### src/rtl/mmio_timer.sv
// mmio_timer: memory-mapped prescaled 32-bit timer with compare, sticky
// match flag and level irq. Ports: clk, rst_n, a, write_byte_enable, we,
// wd in; rd, hit, irq out. rd/hit are combinational from a.
module mmio_timer #(
  parameter logic [31:0] BASE_ADDR = 32'hFFFF_0000
) (
  input  logic        clk,
  input  logic        rst_n,
  input  logic [31:0] a,
  input  logic [3:0]  write_byte_enable,
  input  logic        we,
  input  logic [31:0] wd,
  output logic [31:0] rd,
  output logic        hit,
  output logic        irq
);

  localparam logic [2:0] OFF_CTRL   = 3'd0;
  localparam logic [2:0] OFF_STATUS = 3'd1;
  localparam logic [2:0] OFF_COUNT  = 3'd2;
  localparam logic [2:0] OFF_CMP    = 3'd3;
  localparam logic [2:0] OFF_PRE    = 3'd4;

  logic        en;
  logic        autoreload;
  logic        irq_en;
  logic        pending;
  logic [31:0] count;
  logic [31:0] compare;
  logic [15:0] prescale;
  logic [15:0] pcnt;

  logic [2:0]  sel;
  logic [3:0]  be;
  logic        wr;
  logic        any_be;
  logic        tick;
  logic        match;
  logic        ctl_wr;
  logic        cnt_wr;
  logic        cmp_wr;
  logic        pre_wr;
  logic        sts_clr;
  logic        unused_addr;

  function automatic logic [31:0] merge(
    input logic [31:0] old,
    input logic [31:0] nw,
    input logic [3:0]  lanes
  );
    logic [31:0] r;
    r = old;
    for (int i = 0; i < 4; i++) begin
      if (lanes[i]) r[8*i +: 8] = nw[8*i +: 8];
    end
    return r;
  endfunction

  assign unused_addr = ^a[1:0];

  assign hit    = (a[31:5] == BASE_ADDR[31:5]);
  assign sel    = a[4:2];
  assign be     = write_byte_enable;
  assign any_be = |be;
  assign wr     = we & hit;

  assign ctl_wr  = wr && (sel == OFF_CTRL);
  assign cnt_wr  = wr && (sel == OFF_COUNT) && any_be;
  assign cmp_wr  = wr && (sel == OFF_CMP);
  assign pre_wr  = wr && (sel == OFF_PRE) && any_be;
  assign sts_clr = wr && (sel == OFF_STATUS)
                   && be[0] && wd[0];

  // tick and match decisions use pre-edge register values
  assign tick  = en && (pcnt == prescale);
  assign match = (count == compare);

  assign irq = pending & irq_en;

  always_comb begin
    rd = '0;
    if (hit) begin
      unique case (sel)
        OFF_CTRL:   rd = {29'd0, irq_en, autoreload, en};
        OFF_STATUS: rd = {31'd0, pending};
        OFF_COUNT:  rd = count;
        OFF_CMP:    rd = compare;
        OFF_PRE:    rd = {16'd0, prescale};
        default:    rd = '0;
      endcase
    end
  end

  always_ff @(posedge clk or negedge rst_n) begin
    if (!rst_n) begin
      en         <= 1'b0;
      autoreload <= 1'b0;
      irq_en     <= 1'b0;
    end else if (ctl_wr && be[0]) begin
      en         <= wd[0];
      autoreload <= wd[1];
      irq_en     <= wd[2];
    end
  end

  always_ff @(posedge clk or negedge rst_n) begin
    if (!rst_n) begin
      compare <= '0;
    end else if (cmp_wr) begin
      compare <= merge(compare, wd, be);
    end
  end

  always_ff @(posedge clk or negedge rst_n) begin
    if (!rst_n) begin
      prescale <= '0;
    end else if (pre_wr) begin
      if (be[0]) prescale[7:0]  <= wd[7:0];
      if (be[1]) prescale[15:8] <= wd[15:8];
    end
  end

  // a prescale write restarts the divider so the new period is exact
  always_ff @(posedge clk or negedge rst_n) begin
    if (!rst_n) begin
      pcnt <= '0;
    end else if (pre_wr || tick) begin
      pcnt <= '0;
    end else if (en) begin
      pcnt <= pcnt + 16'd1;
    end
  end

  // a CPU write to COUNT overrides the tick and suppresses its match
  always_ff @(posedge clk or negedge rst_n) begin
    if (!rst_n) begin
      count <= '0;
    end else if (cnt_wr) begin
      count <= merge(count, wd, be);
    end else if (tick) begin
      if (match && autoreload) count <= '0;
      else                     count <= count + 32'd1;
    end
  end

  // set beats a same-edge write-1-to-clear
  always_ff @(posedge clk or negedge rst_n) begin
    if (!rst_n) begin
      pending <= 1'b0;
    end else if (tick && !cnt_wr && match) begin
      pending <= 1'b1;
    end else if (sts_clr) begin
      pending <= 1'b0;
    end
  end

endmodule

### config.mk
export PLATFORM = sky130hd
export DESIGN_NAME = mmio_timer
export DESIGN_NICKNAME = d
export VERILOG_FILES = /design/src/rtl/mmio_timer.sv
export SDC_FILE = /design/constraint.sdc
export NUM_CORES = 1
export LEC_CHECK = 0
export ABC_AREA = 1
export BUFFER_PORTS_ARGS = -buffer_cell sky130_fd_sc_hd__buf_4
export CORE_UTILIZATION = 55
export CTS_BUF_LIST = sky130_fd_sc_hd__clkbuf_16
export DETAILED_ROUTE_END_ITERATION = 8
export GPL_TIMING_DRIVEN = 0
export MAX_ROUTING_LAYER = met4
export PLACE_DENSITY = 0.76
export SLEW_MARGIN = 25
export SYNTH_ARGS = -nofsm -noshare
export SYNTH_HDL_FRONTEND = slang
export SYNTH_SLANG_ARGS = --single-unit
### constraint.sdc
create_clock -name clk -period 2.2 [get_ports clk]
set_input_delay 0.11 -clock clk [delete_from_list [all_inputs] [get_ports clk]]
set_output_delay 0.11 -clock clk [all_outputs]
set_load 0.005 [all_outputs]
==> impl_metrics.py, run 1 <==
metrics = {
    "detailed_routing": {
        "routed_wl_mm": 23.46,
        "wl_per_cell_um": 16.37,
        "first_pass_iters": 7,
        "ant_nets": 0,
        "vias_per_cell": 5.430,
        "drt-initial-drc-count": 693,
        "drcViolationCount": 0,
        "vias": 7781,
    },
    "cells_and_area": {
        "most-common-layout-cells": "nand2_1, nor2_1, inv_1",
        "antenna_cells": 0,
        "nFillCells": 1276,
        "area_growth_pct": 19.53,
        "layout-drive-gt1-share_pct": 15.99,
        "final_util_pct": 67.38,
        "layout_commonest_cell": "nand2_1",
        "stdcell_count": 1433,
        "fin_nets": 1325,
    },
    "synthesis": {
        "synth_edf_count": 0,
        "synth_top_area_cell": "dfrtp_1",
        "async_reset_ff_share_pct": 100.0,
        "synthDistinctLibCells": 44,
        "syn_inst": 1124,
        "syn-num-nets": 1197,
        "ys_ff_latch": 100,
        "synth.yosys.seq_area_share_pct": 33.52,
        "synth_warnings": 0,
        "syn_area_per_cell_sq_um": 6.641,
        "synth_top_cell_area_share_pct": 33.52,
        "ys.flop_type": "dfrtp_1",
        "synth_area_leaders": "dfrtp_1, nand2_1, nor2_1",
        "synthesis.area_sq_mm": 0.007465,
    },
    "clocking": {
        "path_clk_slew_ns": 0.07,
        "clkLatencyLatePin_ns": 0.36,
        "cts-root-buf": "clkbuf_16",
        "postCtsSetupBuffers": 0,
        "cts_tree": "yes",
        "htree_levels": 3,
        "cts_buffers": 9,
        "clockBufferDepth": 2,
        "clock_sinks": 100,
    },
    "placement": {
        "portBuffers": 98,
        "routabilityCongestion": 1.005,
        "dp_cells": 1398,
        "dp_hpwl_mm": 17.73,
    },
    "flow_run": {
        "max-cap-violations": 0,
    },
    "timing": {
        "maxSlewHeadroom_pct": 49.40,
        "min_period_ns": 2.090,
        "maxSlewViolCount": 0,
        "worst_pin_slew_ns": 0.7589,
        "hold_ws_ns": 0.005340,
        "setup_viol": 0,
        "grt_setup_unrepaired": "no",
        "skew_ns": 0.009017,
        "max_freq_mhz": 478.5,
        "hold_viol": 0,
        "period_share_pct": 94.99,
    },
    "setup_path": {
        "slowest_stage": "dfrtp_2",
        "regToRegSetupSlack_ns": 0.11,
        "critPathBufInv": 1,
        "start_kind": "flip-flop",
        "cp_common_cell": "nor2_1",
        "cpPeakStageDelay_ns": 0.45,
        "cp_num_cells": 9,
        "crit_path_cell_trace": "ha_1, nand2_1, nor2_1, inv_1, nor2_1, and2_1, xor2_1, nand3_1, a21oi_1",
        "crit_fanout": 7,
        "path_delay_family": "simple AND/OR/NAND/NOR gates",
        "crit_arrival_ns": 2.37,
        "r2r_cells": 9,
        "worstPathRequired_ns": 2.48,
        "cp-end-kind": "flip-flop",
        "critical_path_class": "reg2reg",
    },
    "pwr": {
        "p_leak_nw": 4.269,
        "p_per_area_mw_per_mm2": 407.5,
        "vdd_ir_drop_max_mv": 0.4014,
    },
    "die": {
        "fp.dieW_um": 118.5,
        "num_rows": 42,
        "ios": 105,
        "dieHeight_um": 118.5,
        "die-area_sq_mm": 0.01404,
        "core_region_area_sq_mm": 0.01324,
        "initial_utilization_pct": 56.37,
    },
    "status": {
        "status": "finished clean",
    },
    "global_route": {
        "grt.total_usage_pct": 35.93,
        "grt_pass1_vias": 7575,
        "met1_usage_pct": 42.71,
        "grt_pass1_wl_mm": 38.14,
        "grt_max_degree": 101,
        "use_met3_pct": 5.502,
        "antenna_found_initial": 0,
        "use_met2_pct": 61.10,
        "overflow": 0,
        "grt_busiest_layer": "met2",
    },
    "hold_path": {
        "hold_path.class": "in2reg",
        "holdPathStages": 3,
    },
}
==> worst register-to-register path, stage by stage (launching register included) <==
cell and delay (ns):
dfrtp_2 0.45, ha_1 0.29, nand2_1 0.08, nor2_1 0.17
inv_1 0.12, nor2_1 0.24, and2_1 0.27, xor2_1 0.16
nand3_1 0.09, a21oi_1 0.14
==> per-layer routing <==
metal	vias to the layer above	part of all wire (%)
met4	0	3.4
li1	3855	-
met3	61	5.2
met2	263	50
met1	3602	41
met5	-	0
==> cell type report <==
| class | instances | area (sq um) | share of cell area [%] |
|---|---|---|---|
| clock buffers | 9 | 225.2 | 2.524 |
| flip-flops and latches | 100 | 2504 | 28.06 |
| plain buffers | 53 | 294.0 | 3.295 |
| clock inverters | 7 | 52.55 | 0.5890 |
| repair buffers | 117 | 947.2 | 10.62 |
| well taps | 176 | 220.2 | 2.468 |
| inverters | 120 | 452.9 | 5.076 |
| multi-input cells | 851 | 4227 | 47.37 |
==> what timing repair did <==
action / CTS / global route
resized for setup: 1 / 5
setup endpoints to repair: 3 / 30
pin swaps: 0 / 0
hold buffers: 18 / 0
endpoints found under the hold margin: 117 / 0
==> worst paths after layout <==
path	endpoint	from
worst max-delay path	count[16]	count[0]
worst min-delay path	prescale[9]	wd[9]
worst max register to register	count[16]	count[0]
worst min register to register	compare[21]	compare[21]
max in group asynchronous	compare[12]	rst_n
min in group asynchronous	compare[16]	rst_n
==> sequential cells by signal (all words and copies together), names as in the netlist <==
signal	cells
autoreload	1
compare	32
count	32
en	1
irq_en	1
pcnt	16
pending	1
prescale	16
==> power by group <==
group	total [mW]	internal (mW)	leakage (nW)	switching, mW
Sequential	1.84	1.84	1.32	0.0000000484
Clock	1.52	0.776	0.137	0.741
Combinational	0.282	0.122	2.81	0.160
==> per-stage QoR <==
step / setup WS [ns] / cell area [sq um] / TNS, ns / total power [mW]
CTS: 0.04661 / 8884 / 0 / 3.648
global placement: 0.03269 / 8421 / 0 / 2.121
detailed placement: -0.0005209 / 8424 / -0.0005209 / 2.121
floorplan: 0.4742 / 7465 / 0 / 1.947
finish: 0.1103 / 8922 / 0 / 3.636
global route: 0.0009341 / 8922 / 0 / 3.740
==> synth_stat cells, types with 2 or more instances <==
cell,number
o21ai_1,24
a21oi_1,48
a31oi_1,14
nor3_1,15
or2_2,3
nor2_1,156
a221oi_1,2
ha_1,2
o21ai_2,6
nand4_1,25
buf_6,2
clkbuf_2,7
nor2_8,4
nand3b_1,14
clkbuf_1,12
nand3_1,77
xor2_1,22
buf_4,4
nor2b_1,2
o21ai_0,31
nand3_4,2
inv_1,114
xnor2_1,32
buf_2,26
nor2_2,2
nand2_1,327
a22oi_1,17
buf_8,2
nand2_2,9
nor3b_1,2
dfrtp_1,100
inv_2,5
nand2_4,4
nor2_4,2
==> logic make-up (layout without fill, tap and decap cells) <==
| kind of cell | after synthesis | count (layout) | synth area share [%] |
|---|---|---|---|
| fa+ha+maj | 2 | 2 | 0.3352 |
| buf+inv | 173 | 306 | 9.990 |
| flops | 100 | 100 | 33.52 |
| simple gates | 651 | 651 | 38.87 |
| xor+xnor | 54 | 54 | 6.336 |
| compound gates | 144 | 144 | 10.95 |
Note: power is estimated with default switching activity, not from simulation.
==> run 2: changes to the inputs <==
BUFFER_PORTS_ARGS = -buffer_cell sky130_fd_sc_hd__buf_2   (was -buffer_cell sky130_fd_sc_hd__buf_4)
==> impl_metrics.py, run 2 (synthesis results as in run 1) <==
metrics = {
    "status": {
        "status": "finished clean",
    },
    "clocking": {
        "htree_levels": 3,
        "cts_tree": "yes",
        "clock_sinks": 100,
        "clockBufferDepth": 2,
        "cts_buffers": 9,
        "clkLatencyLatePin_ns": 0.36,
        "cts-root-buf": "clkbuf_16",
        "path_clk_slew_ns": 0.08,
    },
    "cells_and_area": {
        "final_area_sq_mm": 0.008576,
        "top_regs": "compare x32, count x32",
        "most-common-layout-cells": "nand2_1, nor2_1, buf_2",
        "layout_commonest_cell": "nand2_1",
        "antenna_cells": 0,
        "final_util_pct": 64.76,
        "fin_nets": 1314,
        "area_growth_pct": 14.88,
        "stdcell_count": 1422,
        "layout-drive-gt1-share_pct": 16.21,
    },
    "pwr": {
        "p_leak_nw": 4.166,
        "p_per_area_mw_per_mm2": 421.8,
        "vdd_ir_drop_max_mv": 0.3995,
    },
    "detailed_routing": {
        "drcViolationCount": 0,
        "wl_per_cell_um": 16.19,
        "routed_wl_mm": 23.02,
        "drt-initial-drc-count": 651,
        "vias": 7754,
        "first_pass_iters": 5,
        "ant_nets": 0,
        "vias_per_cell": 5.453,
    },
    "timing": {
        "setup_viol": 0,
        "maxSlewHeadroom_pct": 50.05,
        "period_share_pct": 94.94,
        "hold_ws_ns": 0.001692,
        "worst_slack_ns": 0.1113,
        "max_freq_mhz": 478.8,
        "grt_setup_unrepaired": "no",
        "skew_ns": 0.008823,
        "worst_pin_slew_ns": 0.7492,
        "maxSlewViolCount": 0,
        "min_period_ns": 2.089,
        "hold_viol": 0,
    },
    "global_route": {
        "antenna_found_initial": 0,
        "overflow": 0,
        "grt_max_degree": 71,
        "grt_pass1_vias": 7202,
        "grt_pass1_wl_mm": 36.69,
        "grt.total_usage_pct": 34.81,
    },
    "die": {
        "die-area_sq_mm": 0.01404,
        "initial_utilization_pct": 56.37,
        "core_region_area_sq_mm": 0.01324,
        "ios": 105,
        "num_rows": 42,
        "dieHeight_um": 118.5,
        "fp.dieW_um": 118.5,
    },
    "setup_path": {
        "slowest_stage": "dfrtp_1",
        "crit_path_cell_trace": "inv_1, nand2_1, nand2_1, nand2_1, nor2_1, nand2_1, nor2_1, nand3_2, clkbuf_2, nand3b_1, a21oi_1",
        "crit_arrival_ns": 2.33,
        "start_kind": "flip-flop",
        "cpPeakStageDelay_ns": 0.46,
        "cp-end-kind": "flip-flop",
        "critical_path_class": "reg2reg",
        "crit_fanout": 10,
        "worstPathRequired_ns": 2.44,
        "cp_common_cell": "nand2_1",
    },
    "hold_path": {
        "hold_path.class": "in2reg",
    },
    "placement": {
        "dp_cells": 1399,
        "place_ws_ns": 0.01806,
        "dp_hpwl_mm": 17.66,
        "postPlaceCellArea_sq_mm": 0.008209,
        "portBuffers": 98,
        "routabilityCongestion": 0.9767,
    },
    "flow_run": {
        "max-cap-violations": 0,
    },
}
-- run 2: changes by cell type in the layout (fill, tap and decap cells not counted), sizes merged --
cell | previous run | this run
buf | 134 | 133
inv | 123 | 122
clkinvlp | 1 | 2
clkbuf | 27 | 28
dlygate4sd3 | 18 | 7
-- run 2: through the flow --
| stage | setup TNS, ns | power, mW |
|---|---|---|
| final | 0 | 3.617 |
| after global routing | 0 | 3.718 |
| after CTS | 0 | 3.630 |
| after detailed placement | 0 | 2.096 |
| after global placement | -11.32 | 2.088 |
| after floorplan | 0 | 1.947 |
-- run 2: report_power, final --
| part | internal [mW] | switching [mW] | total [mW] |
|---|---|---|---|
| sequential | 1.84 | 0.0000000484 | 1.84 |
| combinational | 0.0780 | 0.156 | 0.234 |
| clock | 0.775 | 0.772 | 1.55 |
-- run 2: final cells by class --
| cell class | instances | area (sq um) |
|---|---|---|
| Multi-Input combinational cell | 851 | 4234 |
| Clock buffer | 9 | 225.2 |
| Clock inverter | 7 | 51.30 |
| Timing Repair Buffer | 106 | 594.3 |
| Fill cell | 1266 | 4667 |
| Buffer | 53 | 294.0 |
| Inverter | 120 | 452.9 |
| Tap cell | 176 | 220.2 |
| Sequential cell | 100 | 2504 |
-- run 2: metal layers --
layer	routed length, um	global-route usage, %	vias up
met3	1190	5.261	49
li1	-	-	3835
met5	0	-	-
met4	760	12.90	0
met2	11380	59.23	256
met1	9695	41.81	3614
-- run 2: worst max-delay path, delay by kind of cell, from the launching register on --
family / cells / cell delay [ns]
DFF: 1 / 0.46
buffers and inverters: 2 / 0.42
AOI/OAI and AO/OA: 1 / 0.07
and+or+nand+nor: 8 / 1.03
-- run 2: path summary, 6_finish.rpt --
check / cells past startpoint / slack (ns) / endpoint / start
worst max-delay path: 11 / 0.11 / count[27] / count[24]
worst min-delay path: 3 / 0.002 / compare[17] / wd[17]
worst max register to register: 11 / 0.11 / count[27] / count[24]
worst min register to register: 2 / 0.53 / compare[30] / compare[30]
max in group asynchronous: 3 / 1.35 / pcnt[10] / rst_n
min in group asynchronous: 2 / 0.19 / compare[18] / rst_n
-- run 2: timing repair --
item,CTS,global route
endpoints found under the setup margin,1,15
buffers inserted,0,0
hold endpoints to repair,36,0
hold buffers,7,0
gates cloned,0,0
resized for setup,1,5
pin swaps,0,0
